$ cat src/rtl/axis_mvm_tile_if.sv
// AXI-stream channel bundle used on both sides of the MVM tile.
// Master drives payload and valid; slave drives ready.
interface axis_mvm_tile_if #(
    parameter int DATAW = 32,
    parameter int USERW = 32,
    parameter int DESTW = 6
);
    logic             tvalid;
    logic             tready;
    logic             tlast;
    logic [DATAW-1:0] tdata;
    logic [USERW-1:0] tuser;
    logic [DESTW-1:0] tdest;

    modport master (output tvalid, tdata, tuser, tdest, tlast, input tready);
    modport slave  (input tvalid, tdata, tuser, tdest, tlast, output tready);
endinterface

$ cat src/rtl/axis_mvm_tile.sv
// Weight-stationary matrix-vector tile: NROWS signed dot products per input vector,
// requantised and packed OLANES per output word; also a lane-wise legacy multiply.
module axis_mvm_tile #(
    parameter int DATAW      = 32,
    parameter int IPRECISION = 8,
    parameter int OPRECISION = 8,
    parameter int NROWS      = 8,
    parameter int USERW      = 32,
    parameter int DESTW      = 6
) (
    input  logic            clk,
    input  logic            rst,
    axis_mvm_tile_if.slave  axis_rx,
    axis_mvm_tile_if.master axis_tx
);
    localparam int LANES  = DATAW / IPRECISION;
    localparam int OLANES = DATAW / OPRECISION;
    localparam int RW     = (NROWS > 1) ? $clog2(NROWS) : 1;
    localparam int PW     = 2 * IPRECISION;
    localparam int DOTW   = PW + $clog2(LANES);
    localparam logic signed [DOTW-1:0] QMAX = DOTW'((1 << (OPRECISION - 1)) - 1);
    localparam logic signed [DOTW-1:0] QMIN = ~QMAX;

    typedef enum logic [1:0] {IDLE = 2'd0, COMPUTE = 2'd1, OUTPUT = 2'd2} state_t;

    state_t state, state_nxt;

    logic [DATAW-1:0] weights [NROWS];
    logic [DATAW-1:0] x_reg, pack_reg, pack_nxt, legacy_dat, tx_dat;
    logic [DATAW-1:0] w_sel, w_row;
    logic             sat_reg, tx_vld, tx_last, rx_ready, rx_acc;
    logic [4:0]       shift_reg;
    logic [RW-1:0]    row_cnt, row_raw, row_sel;
    logic [1:0]       rx_op;
    int               lane;
    logic             lane_last, row_last;

    logic signed [IPRECISION-1:0] xa, wa, xd, wd;
    logic signed [PW-1:0]         pa, pd;
    logic signed [DOTW-1:0]       dot, shifted;
    logic [OPRECISION-1:0]        q;

    assign rx_op     = axis_rx.tuser[USERW-1 -: 2];
    assign row_raw   = axis_rx.tuser[RW-1:0];
    assign row_sel   = (int'(row_raw) >= NROWS) ? RW'(int'(row_raw) - NROWS) : row_raw;
    assign rx_acc    = axis_rx.tvalid && rx_ready;
    assign w_sel     = weights[row_sel];
    assign w_row     = weights[row_cnt];
    assign lane      = int'(row_cnt) % OLANES;
    assign lane_last = (lane == OLANES - 1);
    assign row_last  = (int'(row_cnt) == NROWS - 1);

    assign axis_rx.tready = rx_ready;
    assign axis_tx.tvalid = tx_vld;
    assign axis_tx.tdata  = tx_dat;
    assign axis_tx.tlast  = tx_last;
    assign axis_tx.tuser  = '0;
    assign axis_tx.tdest  = {DESTW{1'b0}};

    logic unused_rx;
    assign unused_rx = ^{axis_rx.tdest, axis_rx.tlast, axis_rx.tuser};

    always_ff @(posedge clk or posedge rst) begin
        if (rst) state <= IDLE;
        else     state <= state_nxt;
    end

    always_comb begin
        state_nxt = state;
        case (state)
            IDLE: begin
                if (rx_acc) begin
                    if (rx_op == 2'd1)      state_nxt = OUTPUT;
                    else if (rx_op == 2'd2) state_nxt = COMPUTE;
                end
            end
            COMPUTE: if (lane_last) state_nxt = OUTPUT;
            OUTPUT:  if (tx_vld && axis_tx.tready) state_nxt = tx_last ? IDLE : COMPUTE;
            default: state_nxt = IDLE;
        endcase
    end

    always_comb begin
        rx_ready = (state == IDLE);
    end

    always_comb begin
        legacy_dat = '0;
        xa = '0;
        wa = '0;
        pa = '0;
        for (int i = 0; i < LANES; i++) begin
            if (i < OLANES) begin
                xa = axis_rx.tdata[i*IPRECISION +: IPRECISION];
                wa = w_sel[i*IPRECISION +: IPRECISION];
                pa = PW'(xa) * PW'(wa);
                legacy_dat[i*OPRECISION +: OPRECISION] = pa[OPRECISION-1:0];
            end
        end
    end

    // Full-precision accumulate: DOTW leaves headroom for every lane at the extreme product.
    always_comb begin
        dot = '0;
        xd  = '0;
        wd  = '0;
        pd  = '0;
        for (int i = 0; i < LANES; i++) begin
            xd  = x_reg[i*IPRECISION +: IPRECISION];
            wd  = w_row[i*IPRECISION +: IPRECISION];
            pd  = PW'(xd) * PW'(wd);
            dot = dot + DOTW'(pd);
        end
    end

    always_comb begin
        shifted = dot >>> shift_reg;
        q       = shifted[OPRECISION-1:0];
        if (sat_reg) begin
            if (shifted > QMAX)      q = QMAX[OPRECISION-1:0];
            else if (shifted < QMIN) q = QMIN[OPRECISION-1:0];
        end
        pack_nxt = pack_reg;
        pack_nxt[lane*OPRECISION +: OPRECISION] = q;
    end

    always_ff @(posedge clk or posedge rst) begin
        if (rst) begin
            for (int i = 0; i < NROWS; i++) weights[i] <= '0;
            x_reg     <= '0;
            sat_reg   <= 1'b0;
            shift_reg <= '0;
            row_cnt   <= '0;
            pack_reg  <= '0;
            tx_vld    <= 1'b0;
            tx_dat    <= '0;
            tx_last   <= 1'b0;
        end else begin
            case (state)
                IDLE: begin
                    if (rx_acc) begin
                        case (rx_op)
                            2'd3: weights[row_sel] <= axis_rx.tdata;
                            2'd1: begin
                                tx_dat  <= legacy_dat;
                                tx_last <= 1'b1;
                                tx_vld  <= 1'b1;
                            end
                            2'd2: begin
                                x_reg     <= axis_rx.tdata;
                                sat_reg   <= axis_rx.tuser[USERW-3];
                                shift_reg <= axis_rx.tuser[USERW-4 -: 5];
                                row_cnt   <= '0;
                            end
                            default: ;
                        endcase
                    end
                end
                COMPUTE: begin
                    pack_reg <= pack_nxt;
                    if (lane_last) begin
                        tx_dat  <= pack_nxt;
                        tx_vld  <= 1'b1;
                        tx_last <= row_last;
                    end else begin
                        row_cnt <= row_cnt + RW'(1);
                    end
                end
                OUTPUT: begin
                    // Word is held until taken; the row counter only advances on the handshake.
                    if (tx_vld && axis_tx.tready) begin
                        tx_vld <= 1'b0;
                        if (!tx_last) row_cnt <= row_cnt + RW'(1);
                    end
                end
                default: ;
            endcase
        end
    end
endmodule

$ cat src/flat_wrapper.sv
// flat-port wrapper written by rule: the top's interface ports become plain ports
module axis_mvm_tile_flat 
#(
    parameter int DATAW      = 32,
    parameter int IPRECISION = 8,
    parameter int OPRECISION = 8,
    parameter int NROWS      = 8,
    parameter int USERW      = 32,
    parameter int DESTW      = 6
)
  (clk, rst, axis_rx_tvalid, axis_rx_tdata, axis_rx_tuser, axis_rx_tdest, axis_rx_tlast, axis_rx_tready, axis_tx_tvalid, axis_tx_tdata, axis_tx_tuser, axis_tx_tdest, axis_tx_tlast, axis_tx_tready);
  axis_mvm_tile_if #(.DATAW(DATAW), .USERW(USERW), .DESTW(DESTW)) axis_rx_i ();
  axis_mvm_tile_if #(.DATAW(DATAW), .USERW(USERW), .DESTW(DESTW)) axis_tx_i ();
  input  logic clk;
  input  logic rst;
  input wire logic [$bits(axis_rx_i.tvalid)-1:0] axis_rx_tvalid;
  input wire logic [$bits(axis_rx_i.tdata)-1:0] axis_rx_tdata;
  input wire logic [$bits(axis_rx_i.tuser)-1:0] axis_rx_tuser;
  input wire logic [$bits(axis_rx_i.tdest)-1:0] axis_rx_tdest;
  input wire logic [$bits(axis_rx_i.tlast)-1:0] axis_rx_tlast;
  output wire logic [$bits(axis_rx_i.tready)-1:0] axis_rx_tready;
  output wire logic [$bits(axis_tx_i.tvalid)-1:0] axis_tx_tvalid;
  output wire logic [$bits(axis_tx_i.tdata)-1:0] axis_tx_tdata;
  output wire logic [$bits(axis_tx_i.tuser)-1:0] axis_tx_tuser;
  output wire logic [$bits(axis_tx_i.tdest)-1:0] axis_tx_tdest;
  output wire logic [$bits(axis_tx_i.tlast)-1:0] axis_tx_tlast;
  input wire logic [$bits(axis_tx_i.tready)-1:0] axis_tx_tready;
  assign axis_rx_i.tvalid = axis_rx_tvalid;
  assign axis_rx_i.tdata = axis_rx_tdata;
  assign axis_rx_i.tuser = axis_rx_tuser;
  assign axis_rx_i.tdest = axis_rx_tdest;
  assign axis_rx_i.tlast = axis_rx_tlast;
  assign axis_rx_tready = axis_rx_i.tready;
  assign axis_tx_tvalid = axis_tx_i.tvalid;
  assign axis_tx_tdata = axis_tx_i.tdata;
  assign axis_tx_tuser = axis_tx_i.tuser;
  assign axis_tx_tdest = axis_tx_i.tdest;
  assign axis_tx_tlast = axis_tx_i.tlast;
  assign axis_tx_i.tready = axis_tx_tready;
  axis_mvm_tile #(.DATAW(DATAW), .IPRECISION(IPRECISION), .OPRECISION(OPRECISION), .NROWS(NROWS), .USERW(USERW), .DESTW(DESTW)) u_core (.clk(clk), .rst(rst), .axis_rx(axis_rx_i), .axis_tx(axis_tx_i));
endmodule
$ cat config.mk
export PLATFORM = sky130hd
export DESIGN_NAME = axis_mvm_tile_flat
export DESIGN_NICKNAME = d
export VERILOG_FILES = /design/src/rtl/axis_mvm_tile_if.sv /design/src/rtl/axis_mvm_tile.sv /design/src/flat_wrapper.sv
export SDC_FILE = /design/constraint.sdc
export NUM_CORES = 2
export LEC_CHECK = 0
export BUFFER_PORTS_ARGS = -buffer_cell sky130_fd_sc_hd__buf_2
export CAP_MARGIN = 30
export CORE_MARGIN = 2
export CORE_UTILIZATION = 55
export DETAILED_ROUTE_END_ITERATION = 10
export PLACE_DENSITY = 0.72
export SETUP_SLACK_MARGIN = 0.02
export SLEW_MARGIN = 40
export SYNTH_ARGS = -nofsm -noshare
export SYNTH_HDL_FRONTEND = slang
export SYNTH_SLANG_ARGS = --single-unit
$ cat constraint.sdc
create_clock -name clk -period 33 [get_ports clk]
set_clock_uncertainty 0.15 [all_clocks]
set_input_delay 8.25 -clock clk [delete_from_list [all_inputs] [get_ports clk]]
set_output_delay 8.25 -clock clk [all_outputs]
set_load 0.03 [all_outputs]
==> out/metrics.yaml <==
sta:
  setup_viol: 0
  max_freq_mhz: 69.0
  rsz0062_at_grt: "false"
  hold_viol_final: 0
  finalSetupTns_ns: 0
  fin_crit_sh: 0.439
  layout_min_cycle_time_ns: 14.49
  slew_viol_final: 0
  tightest_slew_ns: 0.968
  slew-limit-headroom: 0.354
  setup_ws_ns: 18.51
critical_path:
  crit_buf_inv: 4
  required_ns: 33.32
  end_kind: "register"
  cp_top_family: "adder cells"
  crit_fanout: 51
  cp.arrival_ns: 14.81
  slowest_stage: "buf_4"
  path_cells: "buf_4, buf_4, nor2_1, a221oi_1, a21oi_1, nor2_1, nor2b_1, fa_1, inv_1, fa_1, fa_1, fa_1, inv_1, ha_1, a21oi_1, xnor2_1, xnor2_1, xnor2_1, xnor2_1, nor2_1, o31ai_1"
  cpPeakStageDelay_ns: 0.66
  path_class: "input port to register"
  worst_setup_path_start_kind: "input port"
detailed_routing:
  route.final.wire_length_mm: 94.1
  vias_per_cell: 5.96
  ant_nets: 0
  drc: 0
  wl_per_cell_um: 22.7
  drtIter0Drc: 2083
  vias: 24700
  drt_first_pass_iters: 5
logic_synthesis:
  synth_cell_types: 91
  synth_edf_count: 0
  synthTopCellsByArea: "dfrtp_1 (26%), fa_1 (21%), mux2_2 (10%)"
  synth-seq-area-share: 0.261
  syn-instance-count: 3281
  synth_warnings: 0
  ys.flop_type: "dfrtp_1"
  yosys.area.top_type: "dfrtp_1"
  syn-cell-area_um2: 34900
  synthArstFlopShare: 1.00
  netlist.area_leader.share: 0.261
  synth_area_per_cell_um2: 10.6
  ys_ff_latch: 365
floorplan:
  io_pins: 148
  die_height_um: 256
  start_util: 0.555
  core.rowCount: 92
  die_area_um2: 65600
  fp.coreArea_um2: 63000
  die_w_um: 256
placed_design:
  port_buffers: 81
  place_ws_ns: 18.02
  gp_congestion: 0.933
  place_hpwl_mm: 69.4
run:
  maxCapViolCount: 0
layout:
  area_growth_syn_to_layout_pct: 7.19
  layout-drive-gt1-share: 0.205
  nets: 3904
  largest_register_ffs: 256
  regMostFlops: "u_core.weights"
clocking:
  clock_latency_ns: 0.57
  cts_buffer_depth: 3
  cts_root_buf: "clkbuf_16"
  clk_pin_slew_ns: 0.07
  hold_buffers: 0
  h-tree-depth: 2
  cts_repair_resize_count: 0
  cts_buffers: 39
  cts_tree: "yes"
  cts_setup_buffers: 0
  numClockSinks: 365
grt:
  grt_max_degree: 107
  grt_usage: 0.291
  grt_pass1_vias: 26300
  antenna_found_initial: 3
  grt.overflow.total: 0
  grt_pass1_wl_mm: 149
min_path:
  hp-class: "register to register"
outcome:
  status: "finished, final reports clean"
## cells by family after synthesis
family	Yosys count	synth area share
simple gates	767	0.107
buf+inv	640	0.0737
fa+ha+maj	553	0.277
mux	475	0.181
compound gates	388	0.0761
flops	365	0.261
xor+xnor	92	0.0237
other cells	1	0.000107
## Yosys cell counts, types with 4 or more instances
cell and n:
inv_1 434, fa_1 366, dfrtp_1 365, mux2_2 320, nand2_1 314, nor2b_1 191
ha_1 187, clkbuf_1 115, nor2_1 111, mux4_2 94, o21ai_0 86, xnor2_1 77
a21oi_1 73, and2_1 62, mux2i_1 60, o21ai_1 46, buf_4 39, buf_1 33
a21o_1 22, a22oi_1 22, nand2b_1 21, or2_2 20, a221oi_1 19, a211oi_1 15
nand3_1 13, o22ai_1 13, xor2_1 13, buf_2 10, a22o_1 7, nor3_1 7
o211ai_1 7, o31ai_1 7, or3_1 7, clkbuf_2 5, nand4_1 5, a2111oi_0 4
a211o_1 4, a31oi_1 4, a32o_1 4, nor4_1 4, o2111ai_1 4, o221ai_1 4
## per-stage QoR
step                      hold WS [ns]  utilization  area (um2)  cells
after global placement           0.315        0.572       36000   4079
after floorplan                  0.300            -       35100   3318
final                            0.343        0.595       37500   4152
after global routing             0.374        0.595       37500   4152
after detailed placement         0.328        0.573       36100   4080
after CTS                        0.342        0.594       37400   4150
## final timing paths
kind                                     start                        to  slack, ns  cells past startpoint
max                           axis_rx_tuser[0]  u_core.axis_tx.tdata[15]      18.51                     21
min                        u_core.pack_reg[29]       u_core.pack_reg[29]       0.34                      2
max reg2reg                  u_core.row_cnt[0]  u_core.axis_tx.tdata[18]      21.41                     27
min reg2reg                u_core.pack_reg[29]       u_core.pack_reg[29]       0.34                      2
max in group asynchronous                  rst       u_core.weights[239]      23.58                      5
min in group asynchronous                  rst       u_core.weights[193]       7.50                      2
## final cells by class
type	instances	area, um2
well taps	846	1060
repair buffers	120	771
multi-input cells	2313	23500
clock inverters	18	195
flip-flops and latches	365	9140
fillers	5216	25500
clock buffers	52	1140
diodes	1	2.50
inverters	437	1650
## per-layer routing
layer,track usage,vias up,part of all wire
met1,0.396,12800,0.42
met5,0,-,0.00027
li1,-,10800,-
met3,0.0318,210,0.060
met2,0.479,972,0.48
met4,0.121,4,0.044
## cells in the final DEF, fill, tap and decap left out, drive strengths merged, types with 62 or more instances in the layout
master	Yosys	final
nor2b	191	191
nand2	314	314
xnor2	78	78
mux2	321	321
nor2	112	112
buf	83	120
and2	62	62
mux4	94	94
inv	436	437
ha	187	187
o21ai	132	132
fa	366	366
dfrtp	365	365
a21oi	74	74
## worst reg2reg max path, cell delays in order (launching register included)
cell	delay, ns
dfrtp_4	0.80
buf_6	0.59
mux4_2	0.62
mux2i_1	0.52
nand2b_1	0.38
inv_1	0.21
fa_1	0.53
inv_1	0.07
fa_1	0.59
fa_1	0.48
fa_1	0.51
fa_1	0.57
fa_1	0.44
fa_1	0.47
fa_1	0.51
inv_1	0.05
ha_1	0.38
a2111oi_0	0.67
a21boi_1	0.29
nor2_1	0.07
o22ai_1	0.16
o2111ai_2	0.30
mux2_2	0.39
o31ai_1	0.27
nor4b_2	0.37
o211ai_4	0.22
a32oi_2	0.67
o21ai_1	0.18
Power is not shown: default switching activity piles up to over one toggle a cycle in this logic, so the estimate is an artifact.
